## src/rtl/acc_alu_pkg.sv

```systemverilog
// Shared opcodes, sequencer states and shift kinds for the accumulator ALU.
package acc_alu_pkg;

  localparam logic [4:0] OP_NOP = 5'h00;
  localparam logic [4:0] OP_ADD = 5'h01;
  localparam logic [4:0] OP_SUB = 5'h02;
  localparam logic [4:0] OP_AND = 5'h03;
  localparam logic [4:0] OP_OR  = 5'h04;
  localparam logic [4:0] OP_XOR = 5'h05;
  localparam logic [4:0] OP_NOT = 5'h06;
  localparam logic [4:0] OP_CMP = 5'h07;
  localparam logic [4:0] OP_SLT = 5'h08;
  localparam logic [4:0] OP_SHL = 5'h09;
  localparam logic [4:0] OP_SHR = 5'h0A;
  localparam logic [4:0] OP_ASR = 5'h0B;
  localparam logic [4:0] OP_MUL = 5'h0C;
  localparam logic [4:0] OP_MFH = 5'h0D;
  localparam logic [4:0] OP_INC = 5'h0E;
  localparam logic [4:0] OP_DEC = 5'h0F;

  typedef enum logic [1:0] {ST_IDLE, ST_SHIFT, ST_MUL} state_e;
  typedef enum logic [1:0] {SH_LEFT, SH_RIGHT, SH_ARITH} shift_e;

  function automatic logic is_shift_op(input logic [4:0] op);
    return (op == OP_SHL) || (op == OP_SHR) || (op == OP_ASR);
  endfunction

endpackage

```

## src/rtl/acc_alu_if.sv

```systemverilog
// Bus-side request/response bundle of the accumulator ALU.
interface acc_alu_if #(parameter int WIDTH = 16);
  logic [4:0]       opcode;
  logic [WIDTH-1:0] operand;
  logic             exec;
  logic             write;
  logic             writeu;
  logic             read;
  logic             busy;
  logic [WIDTH-1:0] accout;
  logic             flag;

  modport master (output opcode, operand, exec, write, writeu, read,
                  input  busy, accout, flag);
  modport slave  (input  opcode, operand, exec, write, writeu, read,
                  output busy, accout, flag);
endinterface

```

## src/rtl/acc_alu_seq.sv

```systemverilog
// Iterative sequencer: one-bit-per-cycle shift stepping and shift-add multiply.
module acc_alu_seq
  import acc_alu_pkg::*;
#(
  parameter int WIDTH = 16
) (
  input  logic                       clk,
  input  logic                       rst_n,
  input  logic                       start_shift,
  input  logic                       start_mul,
  input  shift_e                     shift_kind,
  input  logic [$clog2(WIDTH)-1:0]   shift_cnt,
  input  logic [WIDTH-1:0]           mul_a,
  input  logic [WIDTH-1:0]           mul_b,
  output logic                       busy,
  output logic                       shift_step,
  output shift_e                     step_kind,
  output logic                       mul_done,
  output logic [2*WIDTH-1:0]         mul_prod
);

  localparam int CNTW = $clog2(WIDTH) + 1;

  state_e             state_q, state_d;
  logic [CNTW-1:0]    cnt_q, cnt_d;
  shift_e             kind_q, kind_d;
  logic [WIDTH-1:0]   mcand_q, mcand_d;
  logic [2*WIDTH-1:0] prod_q, prod_d;
  logic [WIDTH:0]     psum;
  logic [2*WIDTH-1:0] prod_next;

  // Upper half accumulates the multiplicand; the multiplier drains out of the low half.
  assign psum      = {1'b0, prod_q[2*WIDTH-1:WIDTH]} + (prod_q[0] ? {1'b0, mcand_q} : '0);
  assign prod_next = {psum, prod_q[WIDTH-1:1]};

  assign busy      = (state_q != ST_IDLE);
  assign step_kind = kind_q;
  assign mul_prod  = prod_next;

  always_comb begin
    state_d    = state_q;
    cnt_d      = cnt_q;
    kind_d     = kind_q;
    mcand_d    = mcand_q;
    prod_d     = prod_q;
    shift_step = 1'b0;
    mul_done   = 1'b0;
    case (state_q)
      ST_IDLE: begin
        if (start_shift) begin
          state_d = ST_SHIFT;
          cnt_d   = {1'b0, shift_cnt};
          kind_d  = shift_kind;
        end else if (start_mul) begin
          state_d = ST_MUL;
          cnt_d   = CNTW'(WIDTH);
          mcand_d = mul_b;
          prod_d  = {{WIDTH{1'b0}}, mul_a};
        end
      end
      ST_SHIFT: begin
        shift_step = 1'b1;
        cnt_d      = cnt_q - 1'b1;
        if (cnt_q == CNTW'(1)) state_d = ST_IDLE;
      end
      ST_MUL: begin
        prod_d = prod_next;
        cnt_d  = cnt_q - 1'b1;
        if (cnt_q == CNTW'(1)) begin
          state_d  = ST_IDLE;
          mul_done = 1'b1;
        end
      end
      default: state_d = ST_IDLE;
    endcase
  end

  always_ff @(posedge clk or negedge rst_n) begin
    if (!rst_n) begin
      state_q <= ST_IDLE;
      cnt_q   <= '0;
      kind_q  <= SH_LEFT;
      mcand_q <= '0;
      prod_q  <= '0;
    end else begin
      state_q <= state_d;
      cnt_q   <= cnt_d;
      kind_q  <= kind_d;
      mcand_q <= mcand_d;
      prod_q  <= prod_d;
    end
  end

endmodule

```

## src/rtl/acc_alu.sv

```systemverilog
// Accumulator ALU: acc/hi/flag/accout registers and single-cycle op mux;
// multi-bit shifts and multiply are delegated to acc_alu_seq.
module acc_alu
  import acc_alu_pkg::*;
#(
  parameter int WIDTH = 16
) (
  input  logic       clk,
  input  logic       rst_n,
  acc_alu_if.slave   bus
);

  localparam int CNTW = $clog2(WIDTH) + 1;
  localparam int HALF = WIDTH / 2;

  logic [WIDTH-1:0] acc_q, acc_d;
  logic [WIDTH-1:0] hi_q, hi_d;
  logic             flag_q, flag_d;
  logic [WIDTH-1:0] accout_q, accout_d;

  logic               busy, idle;
  logic               do_write, do_writeu, do_exec;
  logic               start_shift, start_mul;
  logic [CNTW-2:0]    shift_cnt;
  shift_e             shift_kind, step_kind;
  logic               shift_step, mul_done;
  logic [2*WIDTH-1:0] mul_prod;
  logic [WIDTH:0]     add_r, sub_r, inc_r, dec_r;

  assign idle      = !busy;
  assign do_write  = idle && bus.write;
  assign do_writeu = idle && !bus.write && bus.writeu;
  assign do_exec   = idle && !bus.write && !bus.writeu && bus.exec;
  assign shift_cnt = bus.operand[CNTW-2:0];

  // A zero-count shift never enters the sequencer; it completes here with flag cleared.
  assign start_shift = do_exec && is_shift_op(bus.opcode) && (shift_cnt != '0);
  assign start_mul   = do_exec && (bus.opcode == OP_MUL);

  assign add_r = {1'b0, acc_q} + {1'b0, bus.operand};
  assign sub_r = {1'b0, acc_q} - {1'b0, bus.operand};
  assign inc_r = {1'b0, acc_q} + 1'b1;
  assign dec_r = {1'b0, acc_q} - 1'b1;

  always_comb begin
    shift_kind = SH_ARITH;
    if (bus.opcode == OP_SHL)      shift_kind = SH_LEFT;
    else if (bus.opcode == OP_SHR) shift_kind = SH_RIGHT;
  end

  acc_alu_seq #(.WIDTH(WIDTH)) u_seq (
    .clk         (clk),
    .rst_n       (rst_n),
    .start_shift (start_shift),
    .start_mul   (start_mul),
    .shift_kind  (shift_kind),
    .shift_cnt   (shift_cnt),
    .mul_a       (acc_q),
    .mul_b       (bus.operand),
    .busy        (busy),
    .shift_step  (shift_step),
    .step_kind   (step_kind),
    .mul_done    (mul_done),
    .mul_prod    (mul_prod)
  );

  always_comb begin
    acc_d    = acc_q;
    hi_d     = hi_q;
    flag_d   = flag_q;
    accout_d = (idle && bus.read) ? acc_q : accout_q;
    if (do_write) begin
      acc_d = bus.operand;
    end else if (do_writeu) begin
      acc_d = {bus.operand[HALF-1:0], acc_q[HALF-1:0]};
    end else if (do_exec) begin
      case (bus.opcode)
        OP_ADD: begin acc_d = add_r[WIDTH-1:0]; flag_d = add_r[WIDTH]; end
        OP_SUB: begin acc_d = sub_r[WIDTH-1:0]; flag_d = sub_r[WIDTH]; end
        OP_AND: begin acc_d = acc_q & bus.operand; flag_d = ((acc_q & bus.operand) == '0); end
        OP_OR:  begin acc_d = acc_q | bus.operand; flag_d = ((acc_q | bus.operand) == '0); end
        OP_XOR: begin acc_d = acc_q ^ bus.operand; flag_d = ((acc_q ^ bus.operand) == '0); end
        OP_NOT: acc_d = ~acc_q;
        OP_CMP: flag_d = (acc_q == bus.operand);
        OP_SLT: flag_d = (acc_q < bus.operand);
        OP_SHL, OP_SHR, OP_ASR: if (shift_cnt == '0) flag_d = 1'b0;
        OP_MFH: acc_d = hi_q;
        OP_INC: begin acc_d = inc_r[WIDTH-1:0]; flag_d = inc_r[WIDTH]; end
        OP_DEC: begin acc_d = dec_r[WIDTH-1:0]; flag_d = dec_r[WIDTH]; end
        default: ;
      endcase
    end else if (shift_step) begin
      case (step_kind)
        SH_LEFT:  begin acc_d = {acc_q[WIDTH-2:0], 1'b0}; flag_d = acc_q[WIDTH-1]; end
        SH_RIGHT: begin acc_d = {1'b0, acc_q[WIDTH-1:1]}; flag_d = acc_q[0]; end
        default:  begin acc_d = {acc_q[WIDTH-1], acc_q[WIDTH-1:1]}; flag_d = acc_q[0]; end
      endcase
    end else if (mul_done) begin
      {hi_d, acc_d} = mul_prod;
      flag_d        = (mul_prod[2*WIDTH-1:WIDTH] != '0);
    end
  end

  always_ff @(posedge clk or negedge rst_n) begin
    if (!rst_n) begin
      acc_q    <= '0;
      hi_q     <= '0;
      flag_q   <= 1'b0;
      accout_q <= '0;
    end else begin
      acc_q    <= acc_d;
      hi_q     <= hi_d;
      flag_q   <= flag_d;
      accout_q <= accout_d;
    end
  end

  assign bus.busy   = busy;
  assign bus.accout = accout_q;
  assign bus.flag   = flag_q;

endmodule

```

## src/flat_wrapper.sv

```systemverilog
// flat-port wrapper written by rule: the top's interface ports become plain ports
module acc_alu_flat import acc_alu_pkg::*;
#(
  parameter int WIDTH = 16
)
  (clk, rst_n, bus_opcode, bus_operand, bus_exec, bus_write, bus_writeu, bus_read, bus_busy, bus_accout, bus_flag);
  acc_alu_if #(.WIDTH(WIDTH)) bus_i ();
  input  logic clk;
  input  logic rst_n;
  input wire logic [$bits(bus_i.opcode)-1:0] bus_opcode;
  input wire logic [$bits(bus_i.operand)-1:0] bus_operand;
  input wire logic [$bits(bus_i.exec)-1:0] bus_exec;
  input wire logic [$bits(bus_i.write)-1:0] bus_write;
  input wire logic [$bits(bus_i.writeu)-1:0] bus_writeu;
  input wire logic [$bits(bus_i.read)-1:0] bus_read;
  output wire logic [$bits(bus_i.busy)-1:0] bus_busy;
  output wire logic [$bits(bus_i.accout)-1:0] bus_accout;
  output wire logic [$bits(bus_i.flag)-1:0] bus_flag;
  assign bus_i.opcode = bus_opcode;
  assign bus_i.operand = bus_operand;
  assign bus_i.exec = bus_exec;
  assign bus_i.write = bus_write;
  assign bus_i.writeu = bus_writeu;
  assign bus_i.read = bus_read;
  assign bus_busy = bus_i.busy;
  assign bus_accout = bus_i.accout;
  assign bus_flag = bus_i.flag;
  acc_alu #(.WIDTH(WIDTH)) u_core (.clk(clk), .rst_n(rst_n), .bus(bus_i));
endmodule
```

## config.mk

```make
export PLATFORM = sky130hd
export DESIGN_NAME = acc_alu_flat
export DESIGN_NICKNAME = d
export VERILOG_FILES = /design/src/rtl/acc_alu_pkg.sv /design/src/rtl/acc_alu_if.sv /design/src/rtl/acc_alu_seq.sv /design/src/rtl/acc_alu.sv /design/src/flat_wrapper.sv
export SDC_FILE = /design/constraint.sdc
export NUM_CORES = 1
export LEC_CHECK = 0
export CAP_MARGIN = 10
export CORE_MARGIN = 10
export CORE_UTILIZATION = 50
export CTS_CLUSTER_SIZE = 30
export DETAILED_ROUTE_END_ITERATION = 8
export PLACE_DENSITY = 0.76
export SLEW_MARGIN = 40
export SYNTH_ARGS = -nofsm -noshare
export SYNTH_HDL_FRONTEND = slang
export SYNTH_SLANG_ARGS = --single-unit
```

## constraint.sdc

```tcl
create_clock -name clk -period 6.55 [get_ports clk]
set_input_delay 1.965 -clock clk [delete_from_list [all_inputs] [get_ports clk]]
set_output_delay 1.965 -clock clk [all_outputs]
set_load 0.01 [all_outputs]
```

==> load_flow_metrics.sql <==
INSERT INTO impl_metrics (metric_group, metric, value, unit) VALUES
('global_routing', 'gr-usage-met3', '6.57', '%'),
('placed_design', 'port_buffers', '44', ''),
('global_routing', 'grtUsageMet1', '39.4', '%'),
('run_status', 'status', 'finished, final reports clean', ''),
('layout', 'area_growth', '9.21', '%'),
('drt', 'detail_route.iter0.violations', '1250', ''),
('floorplanning', 'fp.dieH', '158', 'um'),
('worst_hold_path', 'worst_hold_path_type', 'reg2reg', ''),
('floorplanning', 'floorplan.initialDensity', '50.9', '%'),
('worst_hold_path', 'min_to', 'u_core.bus.accout[5]$_DFFE_PN0P_', ''),
('placed_design', 'postPlaceCellArea', '10100', 'sq um'),
('floorplanning', 'die_boundary_width', '158', 'um'),
('synthesis', 'synth-edff-count', '0', ''),
('sta', 'grt_setup_unrepaired', 'false', ''),
('floorplanning', 'design.core.area', '18700', 'sq um'),
('clocking', 'postCtsResizedCells', '0', ''),
('layout', 'final_nets', '1306', ''),
('global_routing', 'global_route.usage.total', '29.1', '%'),
('global_routing', 'grt_pass1_vias', '9240', ''),
('power', 'max-vdd-ir-drop', '220', 'uV'),
('synthesis', 'post_synth.cell_area_avg', '7.90', 'sq um'),
('placed_design', 'post-dp-hpwl', '27.9', 'mm'),
('power', 'post-layout-total-power', '3.65', 'mW'),
('power', 'pwr_density_cell', '351', 'nW/um^2'),
('synthesis', 'seq_area_frac_synth', '27.9', '%'),
('global_routing', 'grt-busiest-layer', 'met2', ''),
('sta', 'fin_setup_tns', '0', 'ns'),
('global_routing', 'gr-total-overflow', '0', ''),
('sta', 'fin_skew', '0.00917', 'ns'),
('layout', 'final_layout_size_suffix_gt1_share', '6.71', '%'),
('drt', 'routed_wire_length_per_instance', '25.4', 'um'),
('floorplanning', 'row_count', '50', ''),
('layout', 'antenna_diode_count', '0', ''),
('synthesis', 'synth_cell_types', '86', ''),
('drt', 'routed_wirelength', '36.7', 'mm'),
('global_routing', 'antenna_found_initial', '0', ''),
('clocking', 'cts.path.max_buffers', '2', ''),
('clocking', 'clock_sinks', '106', ''),
('clocking', 'clock_latency', '0.36', 'ns'),
('drt', 'detail_route.first_pass.iterations', '6', ''),
('layout', 'post-route-cell-area', '10400', 'sq um'),
('layout', 'final_common_cell', 'sky130_fd_sc_hd__nand2_1', ''),
('synthesis', 'synth_top_flop_cell', 'sky130_fd_sc_hd__dfrtp_1', ''),
('worst_setup_path', 'timing_worst_setup_path_type', 'in2reg', ''),
('clocking', 'number_of_cts_inserted_buffers', '9', ''),
('clocking', 'reg_clk_slew_reported_paths', '0.08', 'ns'),
('layout', 'filler_cell_count', '1781', ''),
('synthesis', 'ys_async_sr_fraction', '100', '%'),
('drt', 'via_per_inst', '6.79', ''),
('clocking', 'ctsHtreeMaxLevel', '3', ''),
('sta', 'report.final.hold_viol_count', '0', ''),
('worst_setup_path', 'crit_arrival', '5.50', 'ns'),
('worst_setup_path', 'r2r-end', 'u_core.bus.flag$_DFFE_PN0P_', ''),
('synthesis', 'post_synthesis_sequential_element_count', '106', ''),
('worst_setup_path', 'timing.critical_path.fanout_max', '6', ''),
('synthesis', 'yosysTopAreaCell', 'sky130_fd_sc_hd__dfrtp_1', ''),
('worst_hold_path', 'hold_depth', '2', ''),
('clocking', 'cts_tree', 'built', ''),
('synthesis', 'mapped_cells', '1206', ''),
('drt', 'antenna_left', '0', ''),
('placed_design', 'finalWeightedCongestion', '1.06', ''),
('global_routing', 'gr-usage-met2', '43.2', '%'),
('floorplanning', 'io_pins', '45', ''),
('global_routing', 'grt_max_degree', '62', ''),
('worst_setup_path', 'required', '6.78', 'ns'),
('synthesis', 'yosysWarnings', '0', ''),
('worst_setup_path', 'crit-reg2reg-launch', 'u_core.acc_q[2]$_DFFE_PN0P_', ''),
('sta', 'timing.final.setup_violations', '0', ''),
('sta', 'max_slew_violations', '0', ''),
('job', 'maxCapViolations', '0', ''),
('worst_setup_path', 'cp-end-kind', 'flop', '');
==> worst max-delay path by stage <==
stage	start	endpoint	slack, ns
2_1_floorplan	bus_operand[0]	u_core.bus.flag$_DFFE_PN0P_	2.35
3_3_place_gp	bus_operand[1]	u_core.acc_q[9]$_DFFE_PN0P_	1.0
3_5_place_dp	bus_operand[1]	u_core.acc_q[9]$_DFFE_PN0P_	1.04
4_1_cts	bus_operand[1]	u_core.acc_q[9]$_DFFE_PN0P_	1.39
5_1_grt	bus_operand[1]	u_core.acc_q[9]$_DFFE_PN0P_	1.05
6_report	bus_operand[0]	u_core.bus.flag$_DFFE_PN0P_	1.27
==> per-stage QoR <==
stage / setup WS [ns] / hold slack, ns / cells
final: 1.27 / 0.485 / 1442
after CTS: 1.39 / 0.489 / 1441
after global placement: 1.00 / 0.458 / 1426
after detailed placement: 1.04 / 0.470 / 1426
after global routing: 1.05 / 0.517 / 1442
after floorplan: 2.35 / 0.442 / 1206
==> critical path, stage by stage <==
cell and delay, ns:
sky130_fd_sc_hd__clkdlybuf4s50_1 0.64, sky130_fd_sc_hd__ha_1 0.40, sky130_fd_sc_hd__fa_1 0.43, sky130_fd_sc_hd__a21o_1 0.20, sky130_fd_sc_hd__o2bb2ai_1 0.19, sky130_fd_sc_hd__o211ai_1 0.56, sky130_fd_sc_hd__a32oi_1 0.25, sky130_fd_sc_hd__a31o_2 0.33
sky130_fd_sc_hd__a211o_1 0.30, sky130_fd_sc_hd__o311ai_1 0.09, sky130_fd_sc_hd__o2111ai_1 0.16
==> cell usage after synthesis, drive strengths merged (7+ instances only) <==
library cell and n:
a311oi 8, o211ai 22, nand3 27, a21o 11
a31oi 12, nor2 82, nor4 7, dfrtp 106
nand4 15, nand2 150, buf 26, a2111oi 7
clkbuf 53, o31ai 14, ha 72, mux2 7
a211oi 13, a221oi 14, mux2i 25, a21oi 67
inv 68, or2 9, o221ai 14, o21ai 136
and2 27, and3 11, o22ai 13, nor3 34
or3 7, xnor2 23, a22oi 9
==> logic make-up after synthesis <==
group           count (synthesis)  synth area share [%]
mux                            32                  3.46
xor+xnor                       29                  2.67
simple gates                  405                  20.6
compound gates                412                  29.0
buf+inv                       147                  6.25
fa+ha+maj                      75                  10.1
flops                         106                  27.9
==> power by group <==
| part | internal [mW] | switching, mW | leakage [nW] |
|---|---|---|---|
| Combinational | 0.737 | 1.25 | 2.84 |
| Clock | 0.301 | 0.276 | 0.148 |
| Sequential | 0.812 | 0.278 | 1.41 |
| Total | 1.85 | 1.80 | 4.40 |
==> sequential cells by signal, indices dropped and copies added (netlist names) <==
signal / count
u_core.u_seq.mcand_q: 16
u_core.u_seq.step_kind: 2
u_core.u_seq.state_q: 2
u_core.bus.accout: 16
u_core.acc_q: 16
u_core.u_seq.prod_q: 32
u_core.hi_q: 16
u_core.u_seq.cnt_q: 5
u_core.bus.flag: 1
==> per-layer routing <==
layer / up-vias / wire length, um
met5: - / 0
met4: 0 / 1770
met3: 114 / 3750
met2: 578 / 16000
met1: 4691 / 15200
li1: 4413 / -
==> cell type report <==
type	count	area [sq um]	share of cell area, %
clock buffers	9	225	2.17
clock inverters	6	72.6	0.698
inverters	68	255	2.45
multi-input cells	953	6300	60.6
flip-flops and latches	106	2650	25.5
well taps	234	293	2.82
repair buffers	66	599	5.76
Power figures use the tool's default switching activity.
